--- src/rtl/clkdiv_mon_pkg.sv ---
// Shared types and defaults for the divided-clock monitor.
package clkdiv_mon_pkg;

    typedef enum logic [1:0] {
        IDLE   = 2'd0,
        ACQ    = 2'd1,
        LOCKED = 2'd2
    } clkdiv_mon_state_t;

    localparam int HALF_PERIOD_DEF = 8;
    localparam int TOL_DEF         = 0;
    localparam int LOCK_CNT_DEF    = 4;
    localparam int CNT_W_DEF       = 8;
    localparam int ERR_CNT_W       = 8;

    // Saturating increment for the error counter.
    function automatic logic [ERR_CNT_W-1:0] err_inc(input logic [ERR_CNT_W-1:0] v);
        return (&v) ? v : v + 1'b1;
    endfunction

endpackage

--- src/rtl/clkdiv_mon_if.sv ---
// Divided-clock interface: the divider drives div_in, the monitor returns status.
interface clkdiv_mon_if
    import clkdiv_mon_pkg::*;
#(
    parameter int CNT_W = CNT_W_DEF
);
    logic                 div_in;
    logic                 rise_pulse;
    logic                 fall_pulse;
    logic [CNT_W-1:0]     half_period;
    logic                 locked;
    logic                 err;
    logic [ERR_CNT_W-1:0] err_cnt;

    modport master (
        output div_in,
        input  rise_pulse, fall_pulse, half_period, locked, err, err_cnt
    );

    modport slave (
        input  div_in,
        output rise_pulse, fall_pulse, half_period, locked, err, err_cnt
    );
endinterface

--- src/rtl/clkdiv_edge_det.sv ---
// Edge detector for the divided clock: optional 2-flop synchronizer, sample
// register, div_q priming after reset and registered rise/fall strobes.
// Optional feature macro: CLKDIV_MON_SYNC_EN (adds the synchronizer).
module clkdiv_edge_det (
    input  logic clk,
    input  logic rst,
    input  logic div_in,
    output logic edge_det,
    output logic rise_pulse,
    output logic fall_pulse
);

    logic smp_in;

`ifdef CLKDIV_MON_SYNC_EN
    // div_q only holds real input data 4 cycles after reset release once the
    // synchronizer (reset to 0) has flushed through the sample register.
    localparam logic [2:0] PRIME_CYC = 3'd4;
    logic [1:0] sync_q;

    // Two-flop synchronizer for an asynchronous div_in.
    always_ff @(posedge clk) begin
        if (rst) sync_q <= 2'b00;
        else     sync_q <= {sync_q[0], div_in};
    end
    assign smp_in = sync_q[1];
`else
    localparam logic [2:0] PRIME_CYC = 3'd1;
    assign smp_in = div_in;
`endif

    logic       smp_q;
    logic       div_q;
    logic [2:0] prime_cnt;
    logic       primed;

    assign primed   = (prime_cnt == PRIME_CYC);
    assign edge_det = primed && (smp_q != div_q);

    // Sample and previous-sample registers; div_q keeps following the sample
    // during reset so it is already primed when detection is enabled.
    always_ff @(posedge clk) begin
        smp_q <= smp_in;
        div_q <= smp_q;
    end

    // Suppress detection until div_q has been primed with valid data.
    always_ff @(posedge clk) begin
        if (rst)          prime_cnt <= 3'd0;
        else if (!primed) prime_cnt <= prime_cnt + 3'd1;
    end

    // Registered one-cycle edge strobes.
    always_ff @(posedge clk) begin
        if (rst) begin
            rise_pulse <= 1'b0;
            fall_pulse <= 1'b0;
        end else begin
            rise_pulse <= edge_det &  smp_q;
            fall_pulse <= edge_det & ~smp_q;
        end
    end

endmodule

--- src/rtl/clkdiv_monitor.sv ---
// Divided-clock monitor: measures half-periods of div_in in clk cycles,
// locks after LOCK_CNT good measurements and flags deviations while locked.
// Optional feature macro: CLKDIV_MON_SYNC_EN (input synchronizer in clkdiv_edge_det).
module clkdiv_monitor
    import clkdiv_mon_pkg::*;
#(
    parameter int HALF_PERIOD = HALF_PERIOD_DEF,
    parameter int TOL         = TOL_DEF,
    parameter int LOCK_CNT    = LOCK_CNT_DEF,
    parameter int CNT_W       = CNT_W_DEF
) (
    input  logic         clk,
    input  logic         rst,
    clkdiv_mon_if.slave  mon
);

    localparam int GC_W = $clog2(LOCK_CNT + 1);
    localparam int LO   = HALF_PERIOD - TOL;
    localparam int HI   = HALF_PERIOD + TOL;
    localparam logic [CNT_W-1:0] CNT_MAX = {CNT_W{1'b1}};

    logic                 edge_det;
    logic                 rise_pulse;
    logic                 fall_pulse;
    logic [CNT_W-1:0]     cnt;
    logic [CNT_W-1:0]     elapsed;
    logic                 good;
    logic                 timeout;
    clkdiv_mon_state_t    state;
    logic [GC_W-1:0]      good_cnt;
    logic [CNT_W-1:0]     half_period;
    logic                 locked;
    logic                 err;
    logic [ERR_CNT_W-1:0] err_cnt;

    clkdiv_edge_det u_edge (
        .clk        (clk),
        .rst        (rst),
        .div_in     (mon.div_in),
        .edge_det   (edge_det),
        .rise_pulse (rise_pulse),
        .fall_pulse (fall_pulse)
    );

    // Elapsed cycles including the edge cycle itself, saturating.
    assign elapsed = (cnt == CNT_MAX) ? cnt : cnt + 1'b1;
    assign good    = (int'(elapsed) >= LO) && (int'(elapsed) <= HI);
    // Fires once per stall: the counter moves past HI+1 on the next cycle.
    assign timeout = !edge_det && (int'(elapsed) == HI + 1);

    // Cycle counter since the last edge, saturating.
    always_ff @(posedge clk) begin
        if (rst)                 cnt <= '0;
        else if (edge_det)       cnt <= '0;
        else if (cnt != CNT_MAX) cnt <= cnt + 1'b1;
    end

    // Lock FSM with registered locked/err/half_period; an edge outranks timeout.
    always_ff @(posedge clk) begin
        if (rst) begin
            state       <= IDLE;
            good_cnt    <= '0;
            half_period <= '0;
            locked      <= 1'b0;
            err         <= 1'b0;
        end else begin
            err <= 1'b0;
            case (state)
                IDLE: begin
                    // First edge only starts acquisition; its period is unknown.
                    if (edge_det) begin
                        state    <= ACQ;
                        good_cnt <= '0;
                    end
                end
                ACQ: begin
                    if (edge_det) begin
                        half_period <= elapsed;
                        if (good) begin
                            good_cnt <= good_cnt + 1'b1;
                            if (good_cnt == GC_W'(LOCK_CNT - 1)) begin
                                state  <= LOCKED;
                                locked <= 1'b1;
                            end
                        end else begin
                            good_cnt <= '0;
                        end
                    end else if (timeout) begin
                        good_cnt <= '0;
                    end
                end
                LOCKED: begin
                    if (edge_det) half_period <= elapsed;
                    if ((edge_det && !good) || timeout) begin
                        err      <= 1'b1;
                        locked   <= 1'b0;
                        state    <= ACQ;
                        good_cnt <= '0;
                    end
                end
                default: begin
                    state    <= IDLE;
                    good_cnt <= '0;
                    locked   <= 1'b0;
                end
            endcase
        end
    end

    // Saturating error count, one cycle behind err.
    always_ff @(posedge clk) begin
        if (rst)      err_cnt <= '0;
        else if (err) err_cnt <= err_inc(err_cnt);
    end

    assign mon.rise_pulse  = rise_pulse;
    assign mon.fall_pulse  = fall_pulse;
    assign mon.half_period = half_period;
    assign mon.locked      = locked;
    assign mon.err         = err;
    assign mon.err_cnt     = err_cnt;

endmodule
--- src/flat_wrapper.sv ---
// flat-port wrapper written by rule: the top's interface ports become plain ports
module clkdiv_monitor_flat import clkdiv_mon_pkg::*;
#(
    parameter int HALF_PERIOD = HALF_PERIOD_DEF,
    parameter int TOL         = TOL_DEF,
    parameter int LOCK_CNT    = LOCK_CNT_DEF,
    parameter int CNT_W       = CNT_W_DEF
)
  (clk, rst, mon_div_in, mon_rise_pulse, mon_fall_pulse, mon_half_period, mon_locked, mon_err, mon_err_cnt);
  clkdiv_mon_if #(.CNT_W(CNT_W)) mon_i ();
  input  logic clk;
  input  logic rst;
  input wire logic [$bits(mon_i.div_in)-1:0] mon_div_in;
  output wire logic [$bits(mon_i.rise_pulse)-1:0] mon_rise_pulse;
  output wire logic [$bits(mon_i.fall_pulse)-1:0] mon_fall_pulse;
  output wire logic [$bits(mon_i.half_period)-1:0] mon_half_period;
  output wire logic [$bits(mon_i.locked)-1:0] mon_locked;
  output wire logic [$bits(mon_i.err)-1:0] mon_err;
  output wire logic [$bits(mon_i.err_cnt)-1:0] mon_err_cnt;
  assign mon_i.div_in = mon_div_in;
  assign mon_rise_pulse = mon_i.rise_pulse;
  assign mon_fall_pulse = mon_i.fall_pulse;
  assign mon_half_period = mon_i.half_period;
  assign mon_locked = mon_i.locked;
  assign mon_err = mon_i.err;
  assign mon_err_cnt = mon_i.err_cnt;
  clkdiv_monitor #(.HALF_PERIOD(HALF_PERIOD), .TOL(TOL), .LOCK_CNT(LOCK_CNT), .CNT_W(CNT_W)) u_core (.clk(clk), .rst(rst), .mon(mon_i));
endmodule
--- config.mk ---
export PLATFORM = sky130hd
export DESIGN_NAME = clkdiv_monitor_flat
export DESIGN_NICKNAME = d
export VERILOG_FILES = /design/src/rtl/clkdiv_mon_pkg.sv /design/src/rtl/clkdiv_mon_if.sv /design/src/rtl/clkdiv_edge_det.sv /design/src/rtl/clkdiv_monitor.sv /design/src/flat_wrapper.sv
export SDC_FILE = /design/constraint.sdc
export NUM_CORES = 1
export LEC_CHECK = 0
export BUFFER_PORTS_ARGS = -buffer_cell sky130_fd_sc_hd__buf_2
export CORE_MARGIN = 5
export CORE_UTILIZATION = 50
export DETAILED_ROUTE_END_ITERATION = 16
export PLACE_DENSITY = 0.7
export SYNTH_ARGS = -nofsm -noshare
export SYNTH_HDL_FRONTEND = slang
export SYNTH_SLANG_ARGS = --single-unit
--- constraint.sdc ---
create_clock -name clk -period 2.99 [get_ports clk]
set_input_delay 0.1495 -clock clk [delete_from_list [all_inputs] [get_ports clk]]
set_output_delay 0.1495 -clock clk [all_outputs]
set_load 0.02 [all_outputs]
==> flow_metrics.tcl <==
set metrics [dict create \
    finalWeightedCongestion 0.8589 \
    synth_nets 226 \
    outcome "finished clean" \
    grt_overflow 0 \
    cts_setup_buffers 0 \
    clock.fmax_ghz 0.4081 \
    wirelength_um 3406 \
    utilization_pct 58.03 \
    p_leak_nw 0.8586 \
    die_w_um 71.49 \
    ant_nets 0 \
    crit_buf_inv 0 \
    finalPower_mw 1.418 \
    synth_ff_type "dfxtp_1" \
    hold_viol_final 0 \
    netlist_area_um2 1891 \
    fin_tns_setup_ns 0 \
    first_iter_violations 132 \
    reg2reg_depth 6 \
    ys_seq_elements 38 \
    core-area_um2 3661 \
    nets 247 \
    clkTransAtPathRegs_ns 0.08 \
    first_pass_iters 4 \
    rsz0062_at_grt "false" \
    r2r_slack_ns 0.54 \
    synth_warnings 0 \
    synth_edf_count 0 \
    final.period_utilization_pct 81.95 \
    fin_ws_ns 0.5397 \
    synth_top_area_share_pct 40.24 \
    hpwl_um 2336 \
    min_path_type "in2reg" \
    crit_path_start_kind "flop" \
    arrival_ns 2.62 \
    vdd_drop_max_mv 0.3367 \
    drive_gt1_share_pct 17.45 \
    worstSetupPathType "reg2reg" \
    die_h_um 71.49 \
    hold-worst-slack_ns 0.3238 \
    worst_path_max_delay_cell "or3_2" \
    syn_inst 213 \
    synth_area_leaders "dfxtp_1, nor2_1, ha_1" \
    path_max_fanout 8 \
    clock_path_buffers 2 \
    grt.total_usage_pct 14.41 \
    cpPeakStageDelay_ns 0.50 \
    cap_violations 0 \
    routedWlPerCell_um 12.04 \
    grt_pass1_vias 1437 \
    cp.required_ns 3.16 \
    post-place-ws_ns 0.5524 \
    row_count 22 \
    synth_area_per_cell_um2 8.876 \
    cp_cell_sequence "ha_1, or3_2, a221oi_4, nand3_1, a2bb2oi_2, mux2_1" \
    grt_max_degree 32 \
    start_util_pct 51.64 \
    dieArea_um2 5111 \
    slew_violations 0 \
    min_path_cells 2 \
    synth_seq_area_share_pct 40.24 \
    slew_headroom_pct 64.35 \
    diodes 0 \
    cts-root-buf "clkbuf_8" \
    syn_to_final_growth_pct 12.38 \
    antenna_found_initial 0 \
    synthArstFlopShare_pct 0 \
    cts_buffers 5 \
    yosysUniqueCellTypes 47 \
    power_density_nw_per_um2 667.5 \
    worst_pin_slew_ns 0.5335 \
    critical-path-top-delay-family "simple AND/OR/NAND/NOR gates" \
    clk_latency_ns 0.29 \
    vias 1483 \
    worstSetupEndpointType "flop" \
    viasPerCell 5.240 \
    hold_start "rst" \
    num_io_pins 23 \
    holdBufCountCts 1 \
    cts_sinks 38 \
    r2r-end "u_core.good_cnt[1]" \
    port_buffers 22 \
    hold_end "u_core.mon.err_cnt[5]" \
    remaining_drc_errors 0 \
    cts_tree "yes" \
    cts_resized 0 \
    grt_first_pass_wirelength_um 6085 \
    clock_skew_ns 0.007967 \
    yosysTopAreaCell "dfxtp_1" \
    regToRegStartpoint "u_core.cnt[0]" \
    fin_crit_ns 2.450 \
    setup_viol 0 \
    cts.htree.levels 2 \
]
cells in the final DEF, fill, tap and decap left out, types with 2 or more instances in the layout:
master and count:
a211oi_1 3, a21oi_1 10, a311oi_1 2, a31oi_1 3, buf_2 22, clkbuf_8 5, clkinvlp_4 2, dfxtp_1 38
ha_1 10, inv_1 6, mux2_1 3, mux2i_1 4, nand2_1 12, nand2b_1 6, nand3_1 9, nand3b_1 2
nand4_1 4, nor2_1 41, nor2b_1 3, nor3_1 9, nor4b_1 2, o21a_1 2, o21ai_0 4, xnor2_1 7
xor2_1 3
stage by stage:
stage,area (um2),instances
after floorplan,1891,213
after global placement,2001,274
after detailed placement,2001,274
after CTS,2125,283
after global routing,2125,283
final,2125,283
final cells by class:
type	instances	area (um2)
clock buffer	5	68.82
clock inverter	3	45.04
fill	350	1536
inverter	6	22.52
multi-input combinational	160	1047
sequential	38	760.7
tap	48	60.06
timing repair buffer	23	120.1
worst max path at each step:
stage,start,endpoint,slack (ns),depth (start not counted)
after floorplan,u_core.cnt[0],u_core.good_cnt[0],0.71,6
after global placement,u_core.cnt[0],u_core.good_cnt[1],0.59,6
after detailed placement,u_core.cnt[0],u_core.good_cnt[1],0.55,6
after CTS,u_core.cnt[0],u_core.good_cnt[1],0.54,6
after global routing,u_core.cnt[0],u_core.good_cnt[0],0.41,7
final,u_core.cnt[0],u_core.good_cnt[1],0.54,6
Yosys cell counts, types with 5 or more instances:
library cell  number
a21oi_1           10
clkbuf_1           5
dfxtp_1           38
ha_1              10
inv_1              6
nand2_1           12
nand2b_1           6
nand3_1            9
nor2_1            41
nor3_1             9
xnor2_1            7
sequential cells by signal, indices dropped and copies added, names as in the netlist:
signal and flops:
u_core.cnt 8, u_core.good_cnt 3, u_core.mon.err 1, u_core.mon.err_cnt 8, u_core.mon.half_period 8, u_core.mon.locked 1, u_core.state 2, u_core.u_edge.div_q 1
u_core.u_edge.fall_pulse 1, u_core.u_edge.prime_cnt 3, u_core.u_edge.rise_pulse 1, u_core.u_edge.smp_q 1
kinds of logic (layout without fill, tap and decap cells):
logic type               Yosys count  count (layout)  synth area share, %
AO/OA/AOI/OAI                     32              32                12.31
XOR/XNOR                          11              11                5.494
adder cells (fa/ha/maj)           10              10                6.618
buffers and inverters             15              37                4.367
flip-flops                        38              38                40.24
multiplexers                       8               8                4.699
AND/OR/NAND/NOR                   99              99                26.27
per-layer routing:
metal	vias to the layer above	global-route usage [%]	part of all wire, %
li1	778	-	-
met5	-	0	0
met1	666	18.57	49
met2	34	23.37	44
met3	5	3.226	5.7
met4	0	5.637	1.3
where the power goes:
group          leakage [nW]  internal, mW  switching (mW)
Sequential            0.308         0.550          0.0461
Combinational         0.500         0.180           0.212
Clock                0.0504         0.248           0.183
Total                 0.859         0.977           0.441
(Power assumes the default switching activity.)
